**src/rtl/ddc_nch_iq_collector.sv**
```systemverilog
// N-channel I/Q collector: pairs per-channel I/Q strobes, buffers pairs in per-channel FIFOs and
// merges them round-robin into one channel-tagged ready/valid stream.
module ddc_nch_iq_collector #(
  parameter int unsigned NUM_CH       = 4,
  parameter int unsigned OUTPUT_WIDTH = 24,
  parameter int unsigned FIFO_DEPTH   = 4,
  parameter int unsigned CH_W         = (NUM_CH > 1) ? $clog2(NUM_CH) : 1
) (
  input  logic                           CLK,
  input  logic                           RST,
  input  logic [NUM_CH-1:0]              Ch_Enable,
  input  logic [NUM_CH*OUTPUT_WIDTH-1:0] Data_In_I,
  input  logic [NUM_CH-1:0]              Data_In_I_Valid,
  input  logic [NUM_CH*OUTPUT_WIDTH-1:0] Data_In_Q,
  input  logic [NUM_CH-1:0]              Data_In_Q_Valid,
  output logic [OUTPUT_WIDTH-1:0]        Data_Out_I,
  output logic [OUTPUT_WIDTH-1:0]        Data_Out_Q,
  output logic [CH_W-1:0]                Data_Out_Ch,
  output logic                           Data_Out_Valid,
  input  logic                           Data_Out_Ready,
  output logic [NUM_CH-1:0]              Overflow,
  output logic [NUM_CH-1:0]              Pair_Err,
  input  logic                           Flag_Clr
);

  localparam int unsigned AW = $clog2(FIFO_DEPTH);
  localparam int unsigned CW = AW + 1;
  localparam int unsigned PW = 2 * OUTPUT_WIDTH;
  localparam logic [CW-1:0] CntFull = CW'(FIFO_DEPTH);

  // Pairing holding registers
  logic [OUTPUT_WIDTH-1:0] ih_q [NUM_CH];
  logic [OUTPUT_WIDTH-1:0] ih_d [NUM_CH];
  logic [OUTPUT_WIDTH-1:0] qh_q [NUM_CH];
  logic [OUTPUT_WIDTH-1:0] qh_d [NUM_CH];
  logic [NUM_CH-1:0]       ihv_q, ihv_d, qhv_q, qhv_d;

  // FIFO storage and pointers
  logic [PW-1:0] mem_q [NUM_CH][FIFO_DEPTH];
  logic [AW-1:0] wr_q  [NUM_CH];
  logic [AW-1:0] wr_d  [NUM_CH];
  logic [AW-1:0] rd_q  [NUM_CH];
  logic [AW-1:0] rd_d  [NUM_CH];
  logic [CW-1:0] cnt_q [NUM_CH];
  logic [CW-1:0] cnt_d [NUM_CH];
  logic [PW-1:0] wdata [NUM_CH];
  logic [NUM_CH-1:0] we, pop;

  logic [NUM_CH-1:0] ovf_q, ovf_d, perr_q, perr_d;

  // Arbiter and output register
  logic [CH_W-1:0]         ptr_q, gidx, cand;
  logic                    gnt, loadable;
  logic [OUTPUT_WIDTH-1:0] out_i_q, out_q_q;
  logic [CH_W-1:0]         out_ch_q;
  logic                    out_v_q;

  always_comb begin
    loadable = !out_v_q || Data_Out_Ready;
    gnt      = 1'b0;
    gidx     = ptr_q;
    cand     = ptr_q;
    pop      = '0;
    for (int j = 1; j <= int'(NUM_CH); j++) begin
      cand = CH_W'((int'(ptr_q) + j) % int'(NUM_CH));
      if (!gnt && Ch_Enable[cand] && (cnt_q[cand] != '0)) begin
        gnt  = 1'b1;
        gidx = cand;
      end
    end
    if (loadable && gnt) pop[gidx] = 1'b1;
  end

  always_comb begin
    ovf_d  = ovf_q & ~{NUM_CH{Flag_Clr}};
    perr_d = perr_q & ~{NUM_CH{Flag_Clr}};
    ihv_d  = ihv_q;
    qhv_d  = qhv_q;
    we     = '0;
    for (int k = 0; k < int'(NUM_CH); k++) begin
      logic                    i_stb, q_stb, push;
      logic [OUTPUT_WIDTH-1:0] i_in, q_in;
      i_stb    = Data_In_I_Valid[k];
      q_stb    = Data_In_Q_Valid[k];
      i_in     = Data_In_I[k*OUTPUT_WIDTH +: OUTPUT_WIDTH];
      q_in     = Data_In_Q[k*OUTPUT_WIDTH +: OUTPUT_WIDTH];
      ih_d[k]  = ih_q[k];
      qh_d[k]  = qh_q[k];
      wr_d[k]  = wr_q[k];
      rd_d[k]  = rd_q[k];
      cnt_d[k] = cnt_q[k];
      wdata[k] = {(i_stb ? i_in : ih_q[k]), (q_stb ? q_in : qh_q[k])};
      push     = (ihv_q[k] || i_stb) && (qhv_q[k] || q_stb);
      if (!Ch_Enable[k]) begin
        ihv_d[k] = 1'b0;
        qhv_d[k] = 1'b0;
        wr_d[k]  = '0;
        rd_d[k]  = '0;
        cnt_d[k] = '0;
      end else begin
        if (push) begin
          ihv_d[k] = 1'b0;
          qhv_d[k] = 1'b0;
        end else begin
          // A repeated strobe without its partner replaces the held sample
          if (i_stb) begin
            ih_d[k]  = i_in;
            ihv_d[k] = 1'b1;
            if (ihv_q[k]) perr_d[k] = 1'b1;
          end
          if (q_stb) begin
            qh_d[k]  = q_in;
            qhv_d[k] = 1'b1;
            if (qhv_q[k]) perr_d[k] = 1'b1;
          end
        end
        if (push) begin
          if ((cnt_q[k] == CntFull) && !pop[k]) begin
            ovf_d[k] = 1'b1;
          end else begin
            we[k]   = 1'b1;
            wr_d[k] = wr_q[k] + 1'b1;
          end
        end
        if (pop[k]) rd_d[k] = rd_q[k] + 1'b1;
        cnt_d[k] = cnt_q[k] + CW'(we[k]) - CW'(pop[k]);
      end
    end
  end

  always_ff @(posedge CLK) begin
    if (RST) begin
      ihv_q  <= '0;
      qhv_q  <= '0;
      ovf_q  <= '0;
      perr_q <= '0;
      for (int k = 0; k < int'(NUM_CH); k++) begin
        ih_q[k]  <= '0;
        qh_q[k]  <= '0;
        wr_q[k]  <= '0;
        rd_q[k]  <= '0;
        cnt_q[k] <= '0;
      end
    end else begin
      ihv_q  <= ihv_d;
      qhv_q  <= qhv_d;
      ovf_q  <= ovf_d;
      perr_q <= perr_d;
      for (int k = 0; k < int'(NUM_CH); k++) begin
        ih_q[k]  <= ih_d[k];
        qh_q[k]  <= qh_d[k];
        wr_q[k]  <= wr_d[k];
        rd_q[k]  <= rd_d[k];
        cnt_q[k] <= cnt_d[k];
      end
    end
  end

  always_ff @(posedge CLK) begin
    for (int k = 0; k < int'(NUM_CH); k++) begin
      if (we[k]) mem_q[k][wr_q[k]] <= wdata[k];
    end
  end

  always_ff @(posedge CLK) begin
    if (RST) begin
      out_v_q  <= 1'b0;
      out_i_q  <= '0;
      out_q_q  <= '0;
      out_ch_q <= '0;
      ptr_q    <= CH_W'(NUM_CH - 1);
    end else if (loadable) begin
      if (gnt) begin
        {out_i_q, out_q_q} <= mem_q[gidx][rd_q[gidx]];
        out_ch_q <= gidx;
        out_v_q  <= 1'b1;
        ptr_q    <= gidx;
      end else begin
        out_v_q <= 1'b0;
      end
    end
  end

  assign Data_Out_I     = out_i_q;
  assign Data_Out_Q     = out_q_q;
  assign Data_Out_Ch    = out_ch_q;
  assign Data_Out_Valid = out_v_q;
  assign Overflow       = ovf_q;
  assign Pair_Err       = perr_q;

endmodule

```
**config.mk**
```make
export PLATFORM = sky130hd
export DESIGN_NAME = ddc_nch_iq_collector
export DESIGN_NICKNAME = d
export VERILOG_FILES = /design/src/rtl/ddc_nch_iq_collector.sv
export SDC_FILE = /design/constraint.sdc
export NUM_CORES = 2
export LEC_CHECK = 0
export BUFFER_PORTS_ARGS = -buffer_cell sky130_fd_sc_hd__clkbuf_2
export CAP_MARGIN = 40
export CORE_MARGIN = 2
export CORE_UTILIZATION = 61
export CTS_CLUSTER_DIAMETER = 150
export DETAILED_ROUTE_END_ITERATION = 8
export GPL_ROUTABILITY_DRIVEN = 0
export PLACE_DENSITY = 0.77
export REMOVE_ABC_BUFFERS = 1
export SLEW_MARGIN = 40
export SYNTH_ARGS = -nofsm -noshare
export SYNTH_HDL_FRONTEND = slang
export SYNTH_SLANG_ARGS = --single-unit
```
**constraint.sdc**
```tcl
create_clock -name CLK -period 6.81 [get_ports CLK]
set_clock_uncertainty 0.05 [all_clocks]
set_input_delay 1.0215 -clock CLK [delete_from_list [all_inputs] [get_ports CLK]]
set_output_delay 1.0215 -clock CLK [all_outputs]
set_load 0.02 [all_outputs]
```
Yosys cells after proc, flatten, opt, wreduce, memory -nomap -nowiden
Memory sizes are Yosys's and may differ from the RTL's.
Cells that the tools add are included.
{"block": "classes", "addsub": 20, "multipliers": 0, "n_div": 0, "order_cmp": 15, "eq_ne": 4, "shifts": 0, "mux": 162, "bitwise_logic": 32, "reduce_logical": 47}
{"operator": "$mux W192", "n": 4}
{"operator": "$mux W24", "n": 32}
{"operator": "$demux W48 S2", "n": 4}
{"operator": "$mux W48", "n": 6}
{"operator": "$bmux W48 S2", "n": 1}
{"operator": "$mux W1", "n": 69}
{"operator": "$mux W2", "n": 32}
{"operator": "$mux W3", "n": 8}
{"operator": "$logic_and A1 B1 Y1", "n": 21}
{"operator": "$add A2 B1 Y2 const B", "n": 10}
{"operator": "$or A1 B1 Y1", "n": 20}
{"operator": "$ge A3 B3 Y1 const B", "n": 5}
{"operator": "$lt A2 B3 Y1 const B", "n": 5}
{"operator": "$not A2 Y3", "n": 5}
{"operator": "$add A3 B1 Y3", "n": 4}
{"operator": "$eq A3 B3 Y1 const B", "n": 4}
{"operator": "$lt A3 B1 Y1 const B", "n": 4}
{"operator": "$reduce_bool A3 Y1", "n": 4}
{"operator": "$reduce_or A3 Y1", "n": 4}
{"operator": "$sub A3 B1 Y3", "n": 4}
{"operator": "$logic_or A1 B1 Y1", "n": 9}
{"operator": "$and A4 B4 Y4", "n": 2}
{"operator": "$bmux W1 S2", "n": 4}
{"operator": "$logic_not A1 Y1", "n": 8}
{"operator": "7 further kinds", "n": 11}
{"block": "totals", "register_bits": 69, "latch_bits": 0, "ram_bits": 988, "romBits": 0, "in_bits": 208, "output_inout_bits": 59, "wordCells": 301, "mem_count": 6}
{"memory": "mem_q", "words": 4, "width": 192, "rd": 1, "rd_ports_with_merged_regs": 0, "write_ports": 4, "line": "39", "source": "logic [PW-1:0] mem_q [NUM_CH][FIFO_DEPTH];"}
{"memory": "ih_q", "words": 4, "width": 24, "rd": 4, "rd_ports_with_merged_regs": 0, "write_ports": 4, "line": "32", "source": "logic [OUTPUT_WIDTH-1:0] ih_q [NUM_CH];"}
{"memory": "qh_q", "words": 4, "width": 24, "rd": 4, "rd_ports_with_merged_regs": 0, "write_ports": 4, "line": "34", "source": "logic [OUTPUT_WIDTH-1:0] qh_q [NUM_CH];"}
{"memory": "cnt_q", "words": 4, "width": 3, "rd": 8, "rd_ports_with_merged_regs": 0, "write_ports": 4, "line": "44", "source": "logic [CW-1:0] cnt_q [NUM_CH];"}
{"memory": "rd_q", "words": 4, "width": 2, "rd": 5, "rd_ports_with_merged_regs": 0, "write_ports": 4, "line": "42", "source": "logic [AW-1:0] rd_q [NUM_CH];"}
{"memory": "wr_q", "words": 4, "width": 2, "rd": 4, "rd_ports_with_merged_regs": 0, "write_ports": 4, "line": "40", "source": "logic [AW-1:0] wr_q [NUM_CH];"}

Longest topological paths before layout
{"block": "logic_depth", "depth_word": 31, "ltp_mapped": 17, "mapped_depth_nobuf": 14}

Least setup slack after synthesis
No wires, ideal clock.
{"block": "synth_timing", "path_type": "input to register", "start": "input Ch_Enable[3]", "end": "memory mem_q[3][0] (netlist name), enable pin", "setup_ns": 0.411, "arrival_time_ns": 4.577, "required_ns": 6.349, "path_slack_ns": 1.772, "stages": 10, "n_path_buf": 3, "path_cell_list": "clkbuf_1 -> mux4_2 -> and4_1 -> or4_4 -> buf_2 -> or2_1 -> clkbuf_1 -> o211a_2 -> nor2_1 -> and2_1"}
{"element": "from (decl)", "line": "11", "source": "input logic [NUM_CH-1:0] Ch_Enable,"}
{"element": "to (decl)", "line": "39"}

Final worst setup path
{"block": "layout_timing", "start": "register ptr_q[0]", "end": "register out_q_q[12] (netlist: Data_Out_Q[12])"}
{"block": "layout_via", "elab_chain_cells": 22, "word_cells_on_any_way": 42, "cone_classes": "add/sub (4); mux (19); bitwise (1); reduce/logical (15); memory (3)"}
{"element": "from (decl)", "line": "52", "source": "logic [CH_W-1:0] ptr_q, gidx, cand;"}
{"element": "from (signal assigned)", "line": "171", "source": "ptr_q <= CH_W'(NUM_CH - 1);"}
{"element": "from (signal assigned)", "line": "177", "source": "ptr_q <= gidx;"}
{"element": "$add A2 B1 Y2", "line": "65", "source": "cand = CH_W'((int'(ptr_q) + j) % int'(NUM_CH));"}
{"element": "$mem_v2 Z4 W3 / $bmux W1 S2 (equally long branches)"}
{"element": "$reduce_bool A3 Y1 / $mux W1 (equally long branches)", "line": "66", "source": "if (!gnt && Ch_Enable[cand] && (cnt_q[cand] != '0)) begin"}
{"element": "$logic_and A1 B1 Y1", "line": "66"}
{"element": "$mux W1", "line": "66"}
{"element": "$logic_not A1 Y1", "line": "66"}
{"element": "$logic_and A1 B1 Y1 (2 in a row)", "line": "66"}
{"element": "$mux W1", "line": "66"}
{"element": "[3 not listed]"}
{"element": "$mux W1", "line": "66"}
{"element": "$logic_not A1 Y1", "line": "66"}
{"element": "$logic_and A1 B1 Y1 (2 in a row)", "line": "66"}
{"element": "$mux W2", "line": "66"}
{"element": "$mem_v2 Z4 W2"}
{"element": "$not A2 Y3 (not written as such)", "line": "174", "source": "{out_i_q, out_q_q} <= mem_q[gidx][rd_q[gidx]];"}
{"element": "$bmux W48 S2", "line": "174"}
{"element": "$mux W48 (not written as such) (2 in a row)", "line": "174"}
{"element": "to (signal assigned)", "line": "174"}
{"element": "to (decl)", "line": "54", "source": "logic [OUTPUT_WIDTH-1:0] out_i_q, out_q_q;"}
Several ways; a longest one is shown, not always the timed one. The select of a mux whose other input is x is not followed.
A chain may end at the register's enable or synchronous reset.

==> results.py <==
metrics = {
    "synthesis": {
        "ys_types": 53,
        "yosys_warnings": 0,
        "syn_area_um2": 43800,
        "yosysSeqAreaShare_pct": 65.9,
        "netlist_instances": 3242,
        "async_flop_share_pct": 0,
        "synthFlopType": "edfxtp_1",
        "synth_edf_count": 768,
        "synthesis.area_per_instance_um2": 13.5,
        "ys_ff_latch": 1059,
    },
    "power": {
        "p_per_area_nw_per_um2": 419,
        "ir_drop_mv": 0.617,
        "p_leak_nw": 20.0,
    },
    "run": {
        "cap_violations": 0,
    },
    "final_layout": {
        "multiInputGateArea_um2": 14100,
        "ff_latch_area_um2": 28900,
        "final_nets": 3703,
        "drive_gt1_share_pct": 21.0,
        "syn2layout_area_growth_pct": 14.5,
        "nFillCells": 4652,
    },
    "global_routing": {
        "antenna_found_initial": 1,
        "grt_pass1_vias": 29000,
        "grt_usage_pct": 32.3,
        "grt_max_degree": 112,
        "grt_pass1_wl_mm": 177,
        "overflow": 0,
    },
    "critical_path": {
        "path_cells": "mux4_2 -> a21boi_0 -> a221oi_1 -> or4_4 -> buf_4 -> o21ai_0 -> a21oi_4 -> buf_4 -> a221o_1 -> o211ai_2",
        "crit_top_cell": "buf_4",
        "required_ps": 7290,
        "critPathMaxStageDelay_ps": 780,
        "critical_path.top_delay_family": "compound AO/OA/AOI/OAI gates",
        "crit_buf_inv": 2,
        "reg2reg_slack_ps": 1740,
        "critPathSlowestCell": "or4_4",
        "start_kind": "flop",
        "critical_path_arrival_ps": 5540,
        "ff2ff_path_depth": 10,
        "crit_fanout": 54,
        "reg2reg_from": "ptr_q[0]",
        "r2r-end": "Data_Out_Q[12]",
        "path_class": "flop to flop",
        "cp-end-kind": "flop",
    },
    "clock_tree": {
        "cts_buffer_depth": 3,
        "cts-root-buf": "clkbuf_16",
        "post_cts_buffers": 0,
        "htreeDepth": 3,
        "cts.clk_slew.worst_paths_ps": 60,
        "clock_sinks": 1059,
        "postCtsHoldBufs": 0,
        "cts_tree": "yes",
        "clk_latency_ps": 670,
        "cts_buffers": 105,
        "ctsResizeCount": 0,
    },
    "route": {
        "drc_errors": 0,
        "num_vias": 28600,
        "drt-total-wl_mm": 121,
        "postRouteAntennaNets": 0,
        "drt_iter0_markers": 2891,
        "via_per_inst": 6.34,
        "dr.pass1.iters": 6,
        "wl_per_cell_um": 26.8,
    },
    "place": {
        "pre_cts_slack_ps": 1420,
        "io_buffers": 266,
        "dp_hpwl_mm": 74.9,
    },
    "timing": {
        "final_hold_viol_count": 0,
        "setup_viol": 0,
        "slew_violations": 0,
        "setup_slack_ps": 1740,
        "rsz0062_at_grt": "no",
        "setup_tns_ps": 0,
        "relSlewSlack_pct": 37.4,
        "period_share_pct": 74.4,
        "max_freq_mhz": 197,
        "tightest_slew_ps": 938,
        "period_minus_slack_ps": 5070,
    },
    "floorplanning": {
        "die_area_um2": 74000,
        "die_w_um": 272,
        "core_um2": 71400,
        "start_util_pct": 61.4,
        "row_count": 98,
        "die_height_um": 272,
        "ios": 267,
    },
    "worst_hold_path": {
        "hold_class": "flop to flop",
        "holdPathStages": 2,
        "hold_path_end": "ih_q[1][5]",
        "hold_path.startpoint": "ih_q[1][5]",
    },
    "outcome": {
        "status": "finished clean",
    },
}
## cell families after synthesis
group / Yosys count / share of synthesized area (%)
AO/OA/AOI/OAI: 333 / 5.34
XOR/XNOR: 20 / 0.400
adder cells (fa/ha/maj): 28 / 0.868
buffers and inverters: 246 / 2.29
flip-flops: 1059 / 65.9
multiplexers: 728 / 17.3
AND/OR/NAND/NOR: 828 / 7.91
## synthesized netlist by cell type (2+ instances only)
master	n	area, um^2
and4_1	3	26.3
o211a_2	2	20.0
mux2_2	194	2180
ha_1	24	300
inv_1	35	131
a21o_1	47	353
nor2_4	2	22.5
mux4_2	4	90.1
o211ai_1	31	233
buf_1	39	146
nand2b_1	6	37.5
nand3_1	157	786
and2_1	12	75.1
buf_6	2	22.5
and3_1	10	62.6
xor2_1	5	43.8
a221o_1	49	490
a41oi_1	2	17.5
edfxtp_1	768	23100
nor2b_1	3	18.8
or3_1	6	37.5
nand2_1	457	1720
fa_1	4	80.1
a21oi_1	103	515
a32oi_1	4	35.0
o21ai_0	55	275
o311ai_0	2	17.5
a22oi_1	5	37.5
buf_2	50	250
o211ai_2	19	238
nor3_1	14	70.1
o21a_1	2	15.0
mux2i_1	530	5310
dfxtp_1	291	5830
clkbuf_1	119	447
o22ai_1	4	25.0
nor2_1	152	571
xnor2_1	15	131
## tightest hold or removal path, cell delays in order, from the launching register on
cell     delay (ps)
dfxtp_1         310
nand2_1          50
a21oi_1          50
## metrics by stage
stage / instance area, um^2 / util [%] / instances / total power [W] / hold slack (ps)
CTS: 50200 / 70.3 / 4508 / 0.0209 / 403
detailed placement: 46600 / 65.3 / 4309 / 0.0149 / 395
floorplan: 43000 / - / 3031 / 0.0110 / 378
global placement: 46000 / 64.4 / 4283 / 0.0146 / 389
finish: 50200 / 70.4 / 4510 / 0.0211 / 403
global route: 50200 / 70.4 / 4509 / 0.0217 / 418
## state kept, by name (all words and copies together) (netlist names), 8 cells and up, named ones only
| register | count |
|---|---|
| ih_q | 96 |
| cnt_q | 12 |
| Data_Out_I | 24 |
| wr_q | 8 |
| rd_q | 8 |
| mem_q | 768 |
| Data_Out_Q | 24 |
| qh_q | 96 |
## placed cells by master, fill, tap and decap left out, types with 6 or more instances in the layout
| master | instances |
|---|---|
| nor2_1 | 151 |
| clkinv_1 | 22 |
| buf_16 | 6 |
| bufinv_16 | 17 |
| nand3_1 | 155 |
| dfxtp_1 | 291 |
| or3_1 | 6 |
| mux2_2 | 194 |
| ha_1 | 24 |
| o211ai_2 | 19 |
| and3_4 | 8 |
| and2_4 | 8 |
| a21oi_1 | 102 |
| nor3_1 | 14 |
| nand2b_1 | 6 |
| o211ai_1 | 31 |
| xnor2_1 | 15 |
| clkbuf_2 | 265 |
| clkinv_2 | 18 |
| inv_1 | 35 |
| a221o_1 | 49 |
| clkbuf_1 | 18 |
| edfxtp_1 | 768 |
| o21ai_0 | 55 |
| a21o_1 | 47 |
| clkbuf_16 | 106 |
| buf_12 | 24 |
| buf_4 | 31 |
| mux2i_1 | 530 |
| nand2_1 | 451 |
| clkbuf_8 | 8 |
## power by group
group / switching (W) / internal (W)
sequential: 0.000153 / 0.00720
combinational: 0.00493 / 0.00276
clock: 0.00244 / 0.00358
## layout make-up
| cell class | count | area share (%) |
|---|---|---|
| flip-flops and latches | 1059 | 57.5 |
| multi-input cells | 1937 | 28.2 |
| clock buffers | 131 | 5.61 |
| repair buffers | 329 | 4.46 |
| well taps | 950 | 2.37 |
| clock inverters | 68 | 1.59 |
| inverters | 35 | 0.262 |
| diodes | 1 | 0.00498 |
## metal layers
| layer | wire length (um) | track usage (%) |
|---|---|---|
| met2 | 57500 | 52.6 |
| met4 | 5100 | 13.7 |
| met5 | 0 | 0 |
| met1 | 46300 | 43.2 |
| met3 | 11800 | 5.63 |
## how the worst max path moves through the flow
| stage | start | end | slack, ps | cells past startpoint |
|---|---|---|---|---|
| 2_1_floorplan | Ch_Enable[1] | Data_Out_Q[10] | -66050 | 7 |
| 3_3_place_gp | Ch_Enable[3] | mem_q[2][65] | 1600 | 8 |
| 3_5_place_dp | Ch_Enable[3] | Data_Out_Q[21] | 1420 | 11 |
| 4_1_cts | ptr_q[0] | Data_Out_Q[11] | 1920 | 10 |
| 5_1_grt | ptr_q[0] | Data_Out_Q[21] | 1690 | 10 |
| 6_report | ptr_q[0] | Data_Out_Q[12] | 1740 | 10 |
Power figures use the tool's default switching activity.
